===== src/rtl/adc_frame_align_ctrl.sv =====
// rtl/adc_frame_align_ctrl.sv - LVDS deserializer frame alignment sequencer (bitslip/lock/re-align)
module adc_frame_align_ctrl #(
   parameter logic [7:0] FRAME_PATTERN = 8'hF0,
   parameter int         SETTLE_CYCLES = 16,
   parameter int         MATCH_CYCLES  = 64,
   parameter int         MAX_SLIPS     = 8,
   parameter int         LOSS_CYCLES   = 4
) (
   input  logic                         divclk,
   input  logic                         rst,
   input  logic                         align_req,
   input  logic [7:0]                   fclk_word,
   output logic                         bitslip,
   output logic                         ready,
   output logic                         align_fail,
   output logic [$clog2(MAX_SLIPS):0]   slip_cnt,
   output logic [7:0]                   relock_cnt
);

   localparam int STW = $clog2(SETTLE_CYCLES) + 1;
   localparam int MW  = $clog2(MATCH_CYCLES) + 1;
   localparam int SW  = $clog2(MAX_SLIPS) + 1;
   localparam int LW  = $clog2(LOSS_CYCLES) + 1;

   localparam logic [STW-1:0] SETTLE_LAST = STW'(SETTLE_CYCLES - 1);
   localparam logic [MW-1:0]  MATCH_LAST  = MW'(MATCH_CYCLES - 1);
   localparam logic [SW-1:0]  SLIP_MAX    = SW'(MAX_SLIPS);
   localparam logic [LW-1:0]  LOSS_LAST   = LW'(LOSS_CYCLES - 1);

   typedef enum logic [2:0] {
      S_SETTLE = 3'd0,
      S_CHECK  = 3'd1,
      S_SLIP   = 3'd2,
      S_LOCKED = 3'd3,
      S_FAIL   = 3'd4
   } state_t;

   state_t           state_q;
   logic [STW-1:0]   settle_q;
   logic [MW-1:0]    match_q;
   logic [SW-1:0]    slip_q;
   logic [LW-1:0]    loss_q;
   logic [7:0]       relock_q;
   logic             bitslip_q;
   logic             ready_q;
   logic             fail_q;

   logic             word_ok;
   assign word_ok = (fclk_word == FRAME_PATTERN);

   always_ff @(posedge divclk) begin
      if (rst) begin
         state_q   <= S_SETTLE;
         settle_q  <= '0;
         match_q   <= '0;
         slip_q    <= '0;
         loss_q    <= '0;
         relock_q  <= '0;
         bitslip_q <= 1'b0;
         ready_q   <= 1'b0;
         fail_q    <= 1'b0;
      end else if (align_req) begin
         // Overrides every in-flight decision, including a pending slip.
         state_q   <= S_SETTLE;
         settle_q  <= '0;
         match_q   <= '0;
         slip_q    <= '0;
         loss_q    <= '0;
         bitslip_q <= 1'b0;
         ready_q   <= 1'b0;
         fail_q    <= 1'b0;
      end else begin
         bitslip_q <= 1'b0;
         case (state_q)
            S_SETTLE: begin
               if (settle_q == SETTLE_LAST) begin
                  settle_q <= '0;
                  state_q  <= S_CHECK;
               end else begin
                  settle_q <= settle_q + STW'(1);
               end
            end
            S_CHECK: begin
               if (word_ok) begin
                  if (match_q == MATCH_LAST) begin
                     match_q <= '0;
                     loss_q  <= '0;
                     ready_q <= 1'b1;
                     state_q <= S_LOCKED;
                  end else begin
                     match_q <= match_q + MW'(1);
                  end
               end else begin
                  match_q <= '0;
                  if (slip_q == SLIP_MAX) begin
                     fail_q  <= 1'b1;
                     state_q <= S_FAIL;
                  end else begin
                     state_q <= S_SLIP;
                  end
               end
            end
            S_SLIP: begin
               // Strobe is issued on the edge leaving SLIP so a reset or request here cancels it.
               bitslip_q <= 1'b1;
               slip_q    <= slip_q + SW'(1);
               state_q   <= S_SETTLE;
            end
            S_LOCKED: begin
               if (word_ok) begin
                  loss_q <= '0;
               end else if (loss_q == LOSS_LAST) begin
                  loss_q  <= '0;
                  match_q <= '0;
                  slip_q  <= '0;
                  ready_q <= 1'b0;
                  if (relock_q != 8'hFF) relock_q <= relock_q + 8'd1;
                  state_q <= S_SETTLE;
               end else begin
                  loss_q <= loss_q + LW'(1);
               end
            end
            S_FAIL: begin
               state_q <= S_FAIL;
            end
            default: begin
               state_q <= S_SETTLE;
            end
         endcase
      end
   end

   assign bitslip    = bitslip_q;
   assign ready      = ready_q;
   assign align_fail = fail_q;
   assign slip_cnt   = slip_q;
   assign relock_cnt = relock_q;

endmodule


===== config.mk =====
export PLATFORM = sky130hd
export DESIGN_NAME = adc_frame_align_ctrl
export DESIGN_NICKNAME = d
export VERILOG_FILES = /design/src/rtl/adc_frame_align_ctrl.sv
export SDC_FILE = /design/constraint.sdc
export NUM_CORES = 1
export LEC_CHECK = 0
export ABC_CLOCK_PERIOD_IN_PS = 3650
export CORE_MARGIN = 3
export CORE_UTILIZATION = 50
export DETAILED_ROUTE_END_ITERATION = 6
export MAX_ROUTING_LAYER = met4
export PLACE_DENSITY = 0.74
export SLEW_MARGIN = 20
export SYNTH_ARGS = -nofsm -noshare
export SYNTH_HDL_FRONTEND = slang
export SYNTH_SLANG_ARGS = --single-unit

===== constraint.sdc =====
create_clock -name divclk -period 3.65 [get_ports divclk]
set_clock_uncertainty 0.1 [all_clocks]
set_input_delay 0.5475 -clock divclk [delete_from_list [all_inputs] [get_ports divclk]]
set_output_delay 0.5475 -clock divclk [all_outputs]
set_load 0.05 [all_outputs]

* Word-level counts from Yosys, hierarchy flattened
Cells that the tools add are included.
Operators by class: divide/modulo/power cells 0, reduce and logical (&&, ||, !) cells 11, multiplexer cells 27, $lt $le $gt $ge 0, $add $sub $neg 5, multiply operators 0, eq/ne operators 16, shifts and indexed selects 0, bitwise gates (word level) 2
Operators with widths (count):
- two-way mux 3 bit | 10
- two-way mux 7 bit | 4
- one-hot mux 7 bit (2 select lines) | 1
- one-hot mux 3 bit (4 select lines) | 1
- AND reduction 3 bit | 4
- inequality test 2 bit (second input constant) | 5
- AND reduction 5 bit | 2
- == test 3 x 2 -> 1 bit (second input constant) | 3
- adder 8 x 1 -> 8 bit (second input constant) | 1
- == test 8 bit (second input constant) | 1
- two-way mux 4 bit | 2
- inequality test 8 bit (second input constant) | 1
- one-hot mux 4 bit (2 select lines) | 1
- adder 7 x 1 -> 7 bit (second input constant) | 1
- == test 7 x 6 -> 1 bit (second input constant) | 1
- one-hot mux 3 bit (2 select lines) | 1
- adder 5 x 1 -> 5 bit (second input constant) | 1
- == test 5 x 4 -> 1 bit (second input constant) | 1
- two-way mux 1 bit | 5
- two-way mux 5 bit | 1
- adder 4 x 1 -> 4 bit (second input constant) | 1
- == test 4 bit (second input constant) | 1
- AND reduction 4 bit | 1
- nonzero test 2 bit | 2
- other kinds (8) | 9
Word-level totals: memories 0, latch bits 0, memory bits (read-only) 0, bits in registers 33, word-level logic and storage cells 70, memory bits (writable) 0

* Logic depth before layout (Yosys ltp)
Gate-level depths: netlist (run 1).
depth after elaboration 4, depth in mapped cells 6

* Worst setup path after synthesis (run 1)
No wires, ideal clock.
path kind input -> register, from input port fclk_word[1], to register relock_q[6], in the netlist relock_cnt[6], library setup time 0.123 ns, stages 5, path slack 1.595 ns, required time 3.427 ns, data arrival time 1.831 ns, cell sequence or4_4 > buf_6 > o2111ai_4 > nor4_1 > mux2_1
Between the ends: longest elaborated chain between the ends 3
Ends and longest elaborated chain:
- from (decl) | RTL line 12 | input logic [7:0] fclk_word,
- == test 8 bit | RTL line 49 | assign word_ok = (fclk_word == FRAME_PATTERN);
- NOT 1 bit (no line)
- AND reduction 5 bit (no line)
- to (signal assigned) | RTL line 117 | if (relock_q != 8'hFF) relock_q <= relock_q + 8'd1;
- to (decl) | RTL line 43 | logic [7:0] relock_q;
No other way between the ends. A chain may end at the register's enable or synchronous reset.

* Worst setup path after layout (run 1)
from input port fclk_word[1], to register relock_q[2], in the netlist relock_cnt[2]
Same word-level chain as after synthesis.

==> flow_summary.ini, run 1 <==
[status]
outcome = complete, no violations

[critical_path]
end_kind = register
reg2reg_from = loss_q[0]
regToRegSetupSlack_ps = 1520
reg2reg_depth = 5
cp_top_family = simple AND/OR/NAND/NOR gates
path_class = primary input to register
critPathBufInv = 1
rr_endpoint = relock_cnt[6]
path_cells = clkdlybuf4s50_1 -> or4_4 -> o2111ai_4 -> nor3_1 -> mux2_1
critical_path_peak_fanout = 15
crit_slowest_cell = or4_4
cp-start-kind = primary input
worst_ep_arrival_time_ps = 2440
crit_required_ps = 3770
cp_slowest_stage_delay_ps = 640

[sta]
layout_min_cycle_time_ps = 2317
drv_slew = 0
fmaxAchievable_mhz = 431.6
tightest_slew_ps = 730.5
hold_viol_final = 0
rsz0062_at_grt = false
finalSetupViolCount = 0
totalNegativeSetupSlack_ps = 0
slew_headroom_pct = 51.12
fin_crit_sh_pct = 63.47

[cts]
clock-sinks = 33
cts_buffers = 5
clk_latency_ps = 340
clk_pin_slew_worst_paths_ps = 100
root_buffer = clkbuf_4
cts-resized-gates = 0
cts_tree = done
post_cts_buffers = 0
cts.path.max_buffers = 2
cts_max_level = 2
cts_hold_buf = 0

[pwr]
p_clk_share_pct = 37.6
netSwitchingFraction_pct = 22.18
power_mw = 0.6241
comb_power_share_pct = 4.5
ir_worst_vdd_uv = 270.3
leakage_nw = 0.7031
switchingPower_mw = 0.1384
seqPwrFrac_pct = 58.0
p_per_area_nw_per_um2 = 295.0
p_int_mw = 0.4857

[die]
design.core.area_um2 = 3390
dieArea_um2 = 4324
die_y_um = 65.76
num_rows = 21
io_pins = 26
dieWidth_um = 65.76
initial_core_util_pct = 52.68

[finish]
final_cell_mix = 33 x dfxtp_1, 25 x clkdlybuf4s50_1, 20 x a21oi_1, 20 x nand2_1, 12 x nand3_1
drive_gt1_share_pct = 8.547
final_cells = 280
diodes = 0
fin_nets = 250
final_area_um2 = 2116
syn_to_final_growth_pct = 18.50
layout_commonest_cell = dfxtp_1

[global_routing]
grt_pass1_vias = 1497
track_usage_pct = 20.58
overflow = 0
antenna_found_initial = 0
grt_max_degree = 20
grt_pass1_wl_mm = 6.727

[logic_synthesis]
synth_edf_count = 0
postSynth.asyncResetShare_pct = 0
ys_ff_latch = 33
yosysWarnings = 0
synth_top_area_cell = dfxtp_1
synth.avg_cell_area_um2 = 8.502
mappedNetlistNets = 227
synth_area_um2 = 1785
syn_inst = 210
yosys-top-cells-area = dfxtp_1 37%, a21oi_1 5.6%, ha_1 4.2%
synth_cell_types = 57
synth_top_area_share_pct = 37.00
synthFlopType = dfxtp_1
ys_seq_area_share_pct = 37.00

[min_path]
hp-class = register to register
whs_path_depth = 2
min_from = match_q[6]
holdPathEnd = match_q[6]

[placement]
dp.cells = 272
port_buffers = 25
placed_area_um2 = 2046
place_congestion = 0.8521
post-dp-hpwl_mm = 2.898

[drt]
vias_per_cell = 5.811
wl_mm = 4.027
drt-initial-drc-count = 79
via_count = 1627
drc = 0
antenna_left = 0
dr.pass1.iters = 4
post_drt_wl_per_cell_um = 14.38

[run]
max_cap_viol_count = 0
## sequential cells by signal (all words and copies together) (netlist names), 3 cells and up
register / count
relock_cnt: 8
match_q: 7
settle_q: 5
slip_cnt: 4
loss_q: 3
state_q: 3
## power by group through the flow
stage | clock [mW] | sequential [mW] | combinational, mW
floorplan | 0 | 0.370 | 0.0134
global placement | 0 | 0.370 | 0.0270
detailed placement | 0 | 0.370 | 0.0278
CTS | 0.243 | 0.362 | 0.0279
global route | 0.254 | 0.362 | 0.0301
finish | 0.235 | 0.362 | 0.0278
## Yosys cell counts (2+ instances only)
library cell  instances
dfxtp_1              33
a21oi_1              20
nand2_1              20
nand3_1              12
inv_1                11
nor2_1               11
nor3_1               10
clkbuf_1              6
ha_1                  6
or3_1                 6
o21ai_0               5
nor2b_1               4
nor4_1                4
o31ai_1               4
a32oi_1               3
nand3b_1              3
or4_1                 3
buf_2                 2
buf_6                 2
mux2_1                2
nand2b_1              2
nand4_1               2
o21a_1                2
o22ai_1               2
o32ai_1               2
or2_2                 2
## how the worst max path moves through the flow
stage / to / startpoint / slack [ps] / cells after the start
2_1_floorplan: relock_cnt[6] / fclk_word[1] / 1600 / 5
3_3_place_gp: relock_cnt[6] / fclk_word[1] / 1040 / 5
3_5_place_dp: relock_cnt[2] / fclk_word[1] / 970 / 5
4_1_cts: relock_cnt[2] / fclk_word[1] / 1330 / 5
5_1_grt: relock_cnt[2] / fclk_word[1] / 1250 / 5
6_report: relock_cnt[2] / fclk_word[1] / 1330 / 5
## worst register-to-register path, delay by kind of cell (launching register included)
family | cells | cell delay (ps)
AND/OR/NAND/NOR | 2 | 720
flip-flops | 1 | 390
multiplexers | 1 | 360
AO/OA/AOI/OAI | 1 | 280
adder cells (fa/ha/maj) | 1 | 180
## cell families after synthesis
family,after synthesis,synth area share [%]
mux,3,1.822
xor+xnor,1,0.4906
flops,33,37.00
simple gates,90,28.17
fa+ha+maj,6,4.205
buf+inv,21,5.396
compound gates,56,22.92
## metrics by stage
stage / setup slack, ps / hold slack [ps] / utilization [%]
5_1_grt: 1253 / 359.9 / 62.42
4_1_cts: 1334 / 344.2 / 62.42
2_1_floorplan: 1595 / 306.8 / -
3_5_place_dp: 972.5 / 327.1 / 60.35
3_3_place_gp: 1035 / 323.6 / 60.35
6_report: 1333 / 337.8 / 62.42
## per-layer routing
metal,wire [um],track usage [%],vias to the layer above
met4,53,6.995,0
met1,1859,25.26,765
met5,0,-,-
met3,162,5.641,5
li1,-,-,819
met2,1953,32.54,38
## cell type report
| cell class | instances | area (um2) |
|---|---|---|
| inverters | 11 | 41.29 |
| clock inverters | 1 | 5.005 |
| fillers | 276 | 1274 |
| repair buffers | 26 | 257.7 |
| well taps | 46 | 57.56 |
| multi-input cells | 156 | 1028 |
| flip-flops and latches | 33 | 660.6 |
| clock buffers | 7 | 65.06 |
(Power assumes the default switching activity.)
==> run 2, diff against run 1 <==
--- a/config.mk
+++ b/config.mk
@@ -5,7 +5,7 @@
 export SDC_FILE = /design/constraint.sdc
 export NUM_CORES = 1
 export LEC_CHECK = 0
-export ABC_CLOCK_PERIOD_IN_PS = 3650
+export ABC_CLOCK_PERIOD_IN_PS = 2300
 export CORE_MARGIN = 3
 export CORE_UTILIZATION = 50
 export DETAILED_ROUTE_END_ITERATION = 6
==> constraint.sdc (replaced) <==
create_clock -name divclk -period 2.3 [get_ports divclk]
set_clock_uncertainty 0.1 [all_clocks]
set_input_delay 0.345 -clock divclk [delete_from_list [all_inputs] [get_ports divclk]]
set_output_delay 0.345 -clock divclk [all_outputs]
set_load 0.05 [all_outputs]
==> run 2 against run 1 <==
  * Clock power increased by 29%
  * Count of clock-buffer cells in the layout up 1
  * Power is 48% higher
  * Die area is the same
  * Design area increased by 3.6%
  * Non-clock buffer count grew 13
  * Global-route usage up 0.33 points
  * Final cell count is 4.6% higher
  * Routed wire length is 0.67% higher
  * Via count up 3.0%
  * Setup slack got worse by 1100 ps
  * Critical endpoint is now relock_cnt[3]
==> flow_summary.ini, run 2 (synthesis gave the netlist of run 1 again) <==
[drt]
post_drt_wl_per_cell_um = 13.84
drt-initial-drc-count = 133
wl_mm = 4.054
via_count = 1676
vias_per_cell = 5.720
antenna_left = 0
drc = 0
dr.pass1.iters = 4

[pwr]
leakage_nw = 0.7522
p_per_area_nw_per_um2 = 422.8
ir_worst_vdd_uv = 371.7

[sta]
setup_ws_ps = 239.3
fin_crit_sh_pct = 89.60
layout_min_cycle_time_ps = 2061
rsz0062_at_grt = false
hold_viol_final = 0
slew_headroom_pct = 65.45
finalSetupViolCount = 0
tightest_slew_ps = 516.6
drv_slew = 0
fmaxAchievable_mhz = 485.3

[cts]
cts-resized-gates = 0
clk_pin_slew_worst_paths_ps = 100
cts_tree = done
cts_hold_buf = 0
cts.path.max_buffers = 2
root_buffer = clkbuf_4
post_cts_buffers = 0
cts_buffers = 5
clock-sinks = 33
cts_max_level = 2
clk_latency_ps = 330

[min_path]
hp-class = register to register

[critical_path]
worst_ep_arrival_time_ps = 1620
cp-start-kind = register
path_cells = clkdlybuf4s50_1
path_class = register to primary output
critPathBufInv = 1
crit_slowest_cell = clkdlybuf4s50_1
critical_path_peak_fanout = 7
cp_slowest_stage_delay_ps = 850
end_kind = primary output
crit_required_ps = 1860
cp_top_family = buffers and inverters

[placement]
dp.cells = 285
place_congestion = 0.8481
post-dp-hpwl_mm = 3.105
port_buffers = 25
pre_cts_slack_ps = -48.62
placed_area_um2 = 2143

[die]
die_y_um = 65.76
dieWidth_um = 65.76
design.core.area_um2 = 3390
io_pins = 26
num_rows = 21
initial_core_util_pct = 52.68
dieArea_um2 = 4324

[global_routing]
overflow = 0
antenna_found_initial = 0
grt_pass1_vias = 1621
track_usage_pct = 20.91
grt_pass1_wl_mm = 6.927
grt_max_degree = 17

[status]
outcome = complete, no violations

[finish]
final_area_um2 = 2192
largest_register_ff_count = 8
ff_latch_area_um2 = 660.6
fillers = 273
fin_util_pct = 64.67
drive_gt1_share_pct = 12.15
layout_commonest_cell = dfxtp_1
multi_input_area_um2 = 1028
final_cells = 293
final_cell_mix = 33 x dfxtp_1, 25 x clkdlybuf4s50_1, 20 x a21oi_1, 20 x nand2_1, 14 x buf_4
diodes = 0
syn_to_final_growth_pct = 22.77
fin_nets = 263

[run]
max_cap_viol_count = 0
run 2: changes by cell type in the layout (fill, tap and decap cells not counted):
cell | previous run | this run
clkbuf_8 | 2 | 0
clkbuf_1 | 0 | 3
clkinv_2 | 1 | 0
buf_4 | 1 | 14
run 2: area by class of cell:
| class | count | area share, % |
|---|---|---|
| clock buffers | 8 | 2.226 |
| inverters | 11 | 1.884 |
| multi-input cells | 156 | 46.92 |
| flip-flops and latches | 33 | 30.14 |
| well taps | 46 | 2.626 |
| repair buffers | 39 | 16.21 |
run 2: layer usage:
metal	GRT usage, %	vias up	wire, um
met3	3.761	5	190
met4	7.772	0	42
met1	24.84	776	1849
li1	-	849	-
met5	-	-	0
met2	35.17	46	1971
run 2: path summary, 6_finish.rpt:
path / slack (ps) / start / cells after the start / endpoint
setup / recovery: 240 / relock_cnt[3] / 1 / relock_cnt[3]
hold / removal: 350 / match_q[6] / 2 / match_q[6]
setup reg to reg: 360 / loss_q[0] / 6 / relock_cnt[4]
hold reg to reg: 350 / match_q[6] / 2 / match_q[6]
run 2: metrics by stage:
stage / hold WS [ps] / power, mW / TNS (ps)
6_report: 346.7 / 0.9268 / 0
5_1_grt: 353.8 / 0.9629 / 0
4_1_cts: 343.6 / 0.9361 / 0
3_5_place_dp: 329.5 / 0.6370 / -69.74
3_3_place_gp: 321.9 / 0.6353 / 0
2_1_floorplan: 306.8 / 0.6084 / 0
run 2: power by group:
part / internal (mW) / total (mW) / switching, mW
logic: 0.0255 / 0.0497 / 0.0242
clock network: 0.122 / 0.303 / 0.181
registers: 0.573 / 0.574 / 0.00142
total: 0.720 / 0.927 / 0.207
==> run 3, diff against run 2 <==
--- a/config.mk
+++ b/config.mk
@@ -11,7 +11,7 @@
 export DETAILED_ROUTE_END_ITERATION = 6
 export MAX_ROUTING_LAYER = met4
 export PLACE_DENSITY = 0.74
-export SLEW_MARGIN = 20
+export SLEW_MARGIN = 5
 export SYNTH_ARGS = -nofsm -noshare
 export SYNTH_HDL_FRONTEND = slang
 export SYNTH_SLANG_ARGS = --single-unit
==> results of run 3 <==
Final layout, timing and power as in run 2 (identical DEF).
==> RTL edit 1 (flow settings as in run 3) <==
Register the output `relock_cnt` once more, without a reset; this adds one clock of latency there. The other outputs are not delayed to match.
--- a/src/rtl/adc_frame_align_ctrl.sv
+++ b/src/rtl/adc_frame_align_ctrl.sv
@@ -136,3 +136,5 @@
    assign slip_cnt   = slip_q;
-   assign relock_cnt = relock_q;
+   always_ff @(posedge divclk) begin
+      relock_cnt <= relock_q;
+   end
 
Check against the original RTL: no difference found for any inputs over 10 cycles, from zero or initial values and one cycle with rst high; that may be too few to reach the edited logic, so the function may still have changed.
==> RTL edit 1 against run 3 <==
- final area about the same
- combinational power down 9.7%
- setup slack worse by 9.9 ps
- total power up 23%
- global-route usage down 1.0 points
- sequential cell count up 8
- sequential share of layout area up 7.3 points
- non-clock buffer count down 9
- critical path depth unchanged
- area after synthesis up 0.84%
- wire length down 5.4%
- die area up 0.76%
- final cell count down 7.5%
- highest routed layer unchanged
==> RTL edit 1: results (changes against run 3) <==
Layout
The fraction of layout cells with a size suffix above 1 came to 12.00% (-0.15 points). The number of filler cells placed in the layout came to 267 (-2.2%). The count of nets after finishing is 241 (-8.4%).

Yosys
The total number of yosys warnings was 0 (unchanged). Ranked by total cell area, the synthesized netlist is headed by sky130_fd_sc_hd__dfxtp_1, sky130_fd_sc_hd__a21oi_1, sky130_fd_sc_hd__nor2_1, sky130_fd_sc_hd__ha_1, sky130_fd_sc_hd__xor2_1. The share of the yosys chip area belonging to registers is 45.59% (+8.6 points).

The number of instances in the synthesized netlist was 192 (-8.6%). Ranked by instance count, the synthesized netlist is headed by sky130_fd_sc_hd__dfxtp_1, sky130_fd_sc_hd__nor2_1, sky130_fd_sc_hd__a21oi_1. The number of distinct standard cells referenced by the synthesized netlist is 48 (-16%).

GRT
The number of global-route vias before repair is 1,458 (-10%). The maximum number of pins on one net before global-route repair is 14 (-3). The first-pass GRT wire length is 6492 µm (-6.3%).

The combined global-route utilization of all metal layers came to 19.89% (-1.0 points).

Timing
The worst slew margin relative to its limit is 66.43% (+0.98 points). The smallest hold slack is 285.8 ps (-60.95 ps).

Run status
The run finished with clean final reports.

Worst setup path
The launching point of the worst reg2reg path is state_q[1]. The worst reg-to-reg setup slack is 340 ps (-20 ps). The highest fanout seen on the critical path is 6 (-1).

Worst hold path
The end point of the worst hold path is relock_cnt[5]. The number of cells on the worst hold path was 0 (-2).

Placement
The count of placed standard cells including taps was 263 (-7.7%). The worst slack at placement was -68.27 ps (-19.64 ps). The routability congestion estimate is 0.8726 (+2.9%).

Pwr
The switching power was 258.3 µW (+25%). The worst ir drop on vdd is 0.0003229 V (-13%). The static leakage power came to 0.0008711 µW (+16%).

CTS
The clock slew at the register clock pins of the worst setup and hold paths is 130 ps (+30 ps). The worst-skew pair later-pin latency is 350 ps (+20 ps).

Route
The via density per instance came to 5.690 (-0.53%). The sum of routed wire length over all layers is 3837 µm (-5.4%). The first-iteration detailed-routing DRC count was 79 (-41%).
[RTL edit 1: final cells by class]
cell class | count | share of cell area (%)
inverter | 3 | 0.5140
multi-input combinational | 143 | 43.29
tap | 46 | 2.627
clock inverter | 2 | 0.6282
sequential | 41 | 37.46
timing repair buffer | 30 | 13.14
clock buffer | 6 | 2.342
[RTL edit 1: worst reg2reg max path, stage by stage, from the launching register on]
cell and delay (ps):
sky130_fd_sc_hd__dfxtp_1 650, sky130_fd_sc_hd__nand3b_4 170, sky130_fd_sc_hd__a211oi_2 320, sky130_fd_sc_hd__nand2_2 160
sky130_fd_sc_hd__or3_1 370, sky130_fd_sc_hd__a21oi_1 140
[RTL edit 1: layer usage]
| layer | global-route usage, % | vias up | share of wire [%] |
|---|---|---|---|
| met1 | 24.58 | 734 | 47 |
| li1 | - | 765 | - |
| met5 | - | - | 0 |
| met4 | 8.376 | 0 | 1.3 |
| met3 | 6.463 | 5 | 5.4 |
| met2 | 29.91 | 38 | 46 |
[RTL edit 1: metrics by stage]
| step | area [µm²] | setup TNS [ps] |
|---|---|---|
| after floorplan | 1800 | 0 |
| after global placement | 2126 | -19.33 |
| after detailed placement | 2126 | -185.2 |
| after CTS | 2191 | 0 |
| after global routing | 2191 | 0 |
| final | 2191 | 0 |
[RTL edit 1: worst max-delay path by stage]
stage,start,to,slack (ps),cells past startpoint
detailed placement,fclk_word[1],loss_q[2],-70,5
global route,slip_cnt[0],slip_cnt[0],150,1
finish,slip_cnt[0],slip_cnt[0],230,1
CTS,slip_cnt[0],slip_cnt[0],220,1
global placement,fclk_word[1],loss_q[2],-20,5
floorplan,fclk_word[1],state_q[1],470,5
[RTL edit 1: cells by family (layout without fill, tap and decap cells)]
logic type	after synthesis	count (layout)	synth area share, %
buffers and inverters	8	41	1.737
XOR/XNOR	9	9	4.378
AND/OR/NAND/NOR	83	83	26.06
AO/OA/AOI/OAI	43	43	16.89
multiplexers	2	2	1.181
adder cells (fa/ha/maj)	6	6	4.169
flip-flops	41	41	45.59
[RTL edit 1: power by group through the flow]
stage / registers, µW / logic (µW) / clock network (µW)
6_report: 713 / 44.9 / 384
5_1_grt: 714 / 49.2 / 424
4_1_cts: 713 / 45.0 / 392
3_5_place_dp: 729 / 44.7 / 0
3_3_place_gp: 729 / 43.0 / 0
2_1_floorplan: 729 / 18.6 / 0
==> RTL edit 2 (flow settings as in run 3) <==
Without the edit above. `MATCH_CYCLES`: 64 -> 32.
--- a/src/rtl/adc_frame_align_ctrl.sv
+++ b/src/rtl/adc_frame_align_ctrl.sv
@@ -4,3 +4,3 @@
    parameter int         SETTLE_CYCLES = 16,
-   parameter int         MATCH_CYCLES  = 64,
+   parameter int         MATCH_CYCLES  = 32,
    parameter int         MAX_SLIPS     = 8,
Check against the original RTL: same outputs for any inputs over 10 cycles, from zero or initial values and one cycle with rst high; that may be too few to reach the edited logic, so the function may still have changed.
==> RTL edit 2 against run 3 <==
- total power up 0.74%
- critical path depth unchanged
- synthesized cell count down 9.0%
- setup slack worse by 1.2 ps
- wire length down 11%
- non-clock buffer count down 6
- core utilization up 1.5 points
- final area down 6.4%
- area after synthesis down 7.3%
- sequential share of layout area up 1.1 points
- register-to-register slack better by 20 ps
- first-iteration DRC count down 43%
- sequential cell count down 1
- hold slack better by 9.0 ps
- critical path type unchanged
==> RTL edit 2: results (changes against run 3) <==
Route
The sum of routed wire length over all layers came to 3627 µm (-11%). The routed wire length on met3 came to 169 µm (-11%). The via density per instance is 5.659 (-1.1%).

The detailed-route wire length per cell is 13.43 µm (-2.9%). The detailed route wirelength on metal2 is 1724 µm (-13%).

Yosys
After synthesis, the most frequently instantiated cells are sky130_fd_sc_hd__dfxtp_1, sky130_fd_sc_hd__nor2_1, sky130_fd_sc_hd__nor3_1. In the post-synthesis netlist, the biggest area contributors are sky130_fd_sc_hd__dfxtp_1, sky130_fd_sc_hd__nor2_1, sky130_fd_sc_hd__xnor2_1, sky130_fd_sc_hd__ha_1, sky130_fd_sc_hd__nor3_1. The synthesized flop and latch total is 32 (-3.0%).

The number of instances in the synthesized netlist is 191 (-9.0%). The number of distinct standard cells referenced by the synthesized netlist was 47 (-18%). The synthesized netlist net count came to 208 (-8.4%).

The share of the yosys chip area belonging to registers is 38.70% (+1.7 points).

GRT
The number of global-route vias before repair was 1,458 (-10%). The met3 track demand over resource in global routing was 6.595% (+2.8 points). The maximum number of pins on one net before global-route repair is 16 (-1).

The first-pass GRT wire length is 6361 µm (-8.2%). The met2 capacity usage during global routing is 31.42% (-3.7 points). The combined global-route utilization of all metal layers is 20.05% (-0.86 points).

Placement
The worst slack at placement is -48.18 ps (+0.4457 ps). The cell area reported after detailed placement was 1991 µm² (-7.1%). The half-perimeter wire length of the detailed placement result was 2740 µm (-12%).

Layout
The count of nets after finishing is 242 (-8.0%). The fraction of layout cells with a size suffix above 1 is 11.95% (-0.20 points).

Run status
The run finished with clean final reports.

Timing
The smallest hold slack is 355.7 ps (+9.038 ps). The worst slew margin relative to its limit is 65.18% (-0.27 points).

Worst hold path
The end point of the worst hold path is ready.

Pwr
The worst ir drop on vdd is 0.0004135 V (+11%). The static leakage power is 0.0007090 µW (-5.7%).

Worst setup path
The worst reg-to-reg setup slack is 380 ps (+20 ps). The highest fanout seen on the critical path was 6 (-1). The endpoint identified for the worst register-to-register timing path is relock_cnt[5].
RTL edit 2: cell count changes after synthesis, moves of 6 or more:
cell                             run 3  this run
sky130_fd_sc_hd__nor2_1             11        29
sky130_fd_sc_hd__a21oi_1            20         5
sky130_fd_sc_hd__nand2_1            20        10
sky130_fd_sc_hd__xnor2_1             0         9
sky130_fd_sc_hd__or3_1               6         0
RTL edit 2: final cells by class:
cell class	instances	area, µm²	area share (%)
repair buffers	33	310.3	15.12
well taps	44	55.05	2.683
flip-flops and latches	32	640.6	31.22
inverters	8	30.03	1.463
clock buffers	6	51.30	2.500
multi-input cells	145	954.7	46.52
clock inverters	2	10.01	0.4878
RTL edit 2: logic make-up after synthesis:
| kind of cell | count (synthesis) | share of synthesized area (%) |
|---|---|---|
| xor gates and xnor gates | 11 | 5.821 |
| and+or+nand+nor | 86 | 27.06 |
| buffers and inverters | 14 | 3.628 |
| AOI/OAI and AO/OA | 37 | 16.86 |
| adders and majority gates | 6 | 4.535 |
| DFF | 32 | 38.70 |
| muxes | 5 | 3.401 |
RTL edit 2: how the worst max path moves through the flow:
stage | start | to | slack (ps) | cells after the start
finish | relock_cnt[2] | relock_cnt[2] | 240 | 1
detailed placement | fclk_word[1] | match_q[0] | -50 | 6
global placement | fclk_word[1] | loss_q[1] | 5 | 6
global route | relock_cnt[0] | relock_cnt[0] | 140 | 1
floorplan | relock_cnt[0] | relock_cnt[3] | 240 | 6
CTS | relock_cnt[0] | relock_cnt[0] | 220 | 1
RTL edit 2: report_power, final:
group	switching, µW	total [µW]	internal (µW)
Clock	191	336	145
Combinational	18.3	40.1	21.8
Sequential	1.90	557	555
Total	211	934	722
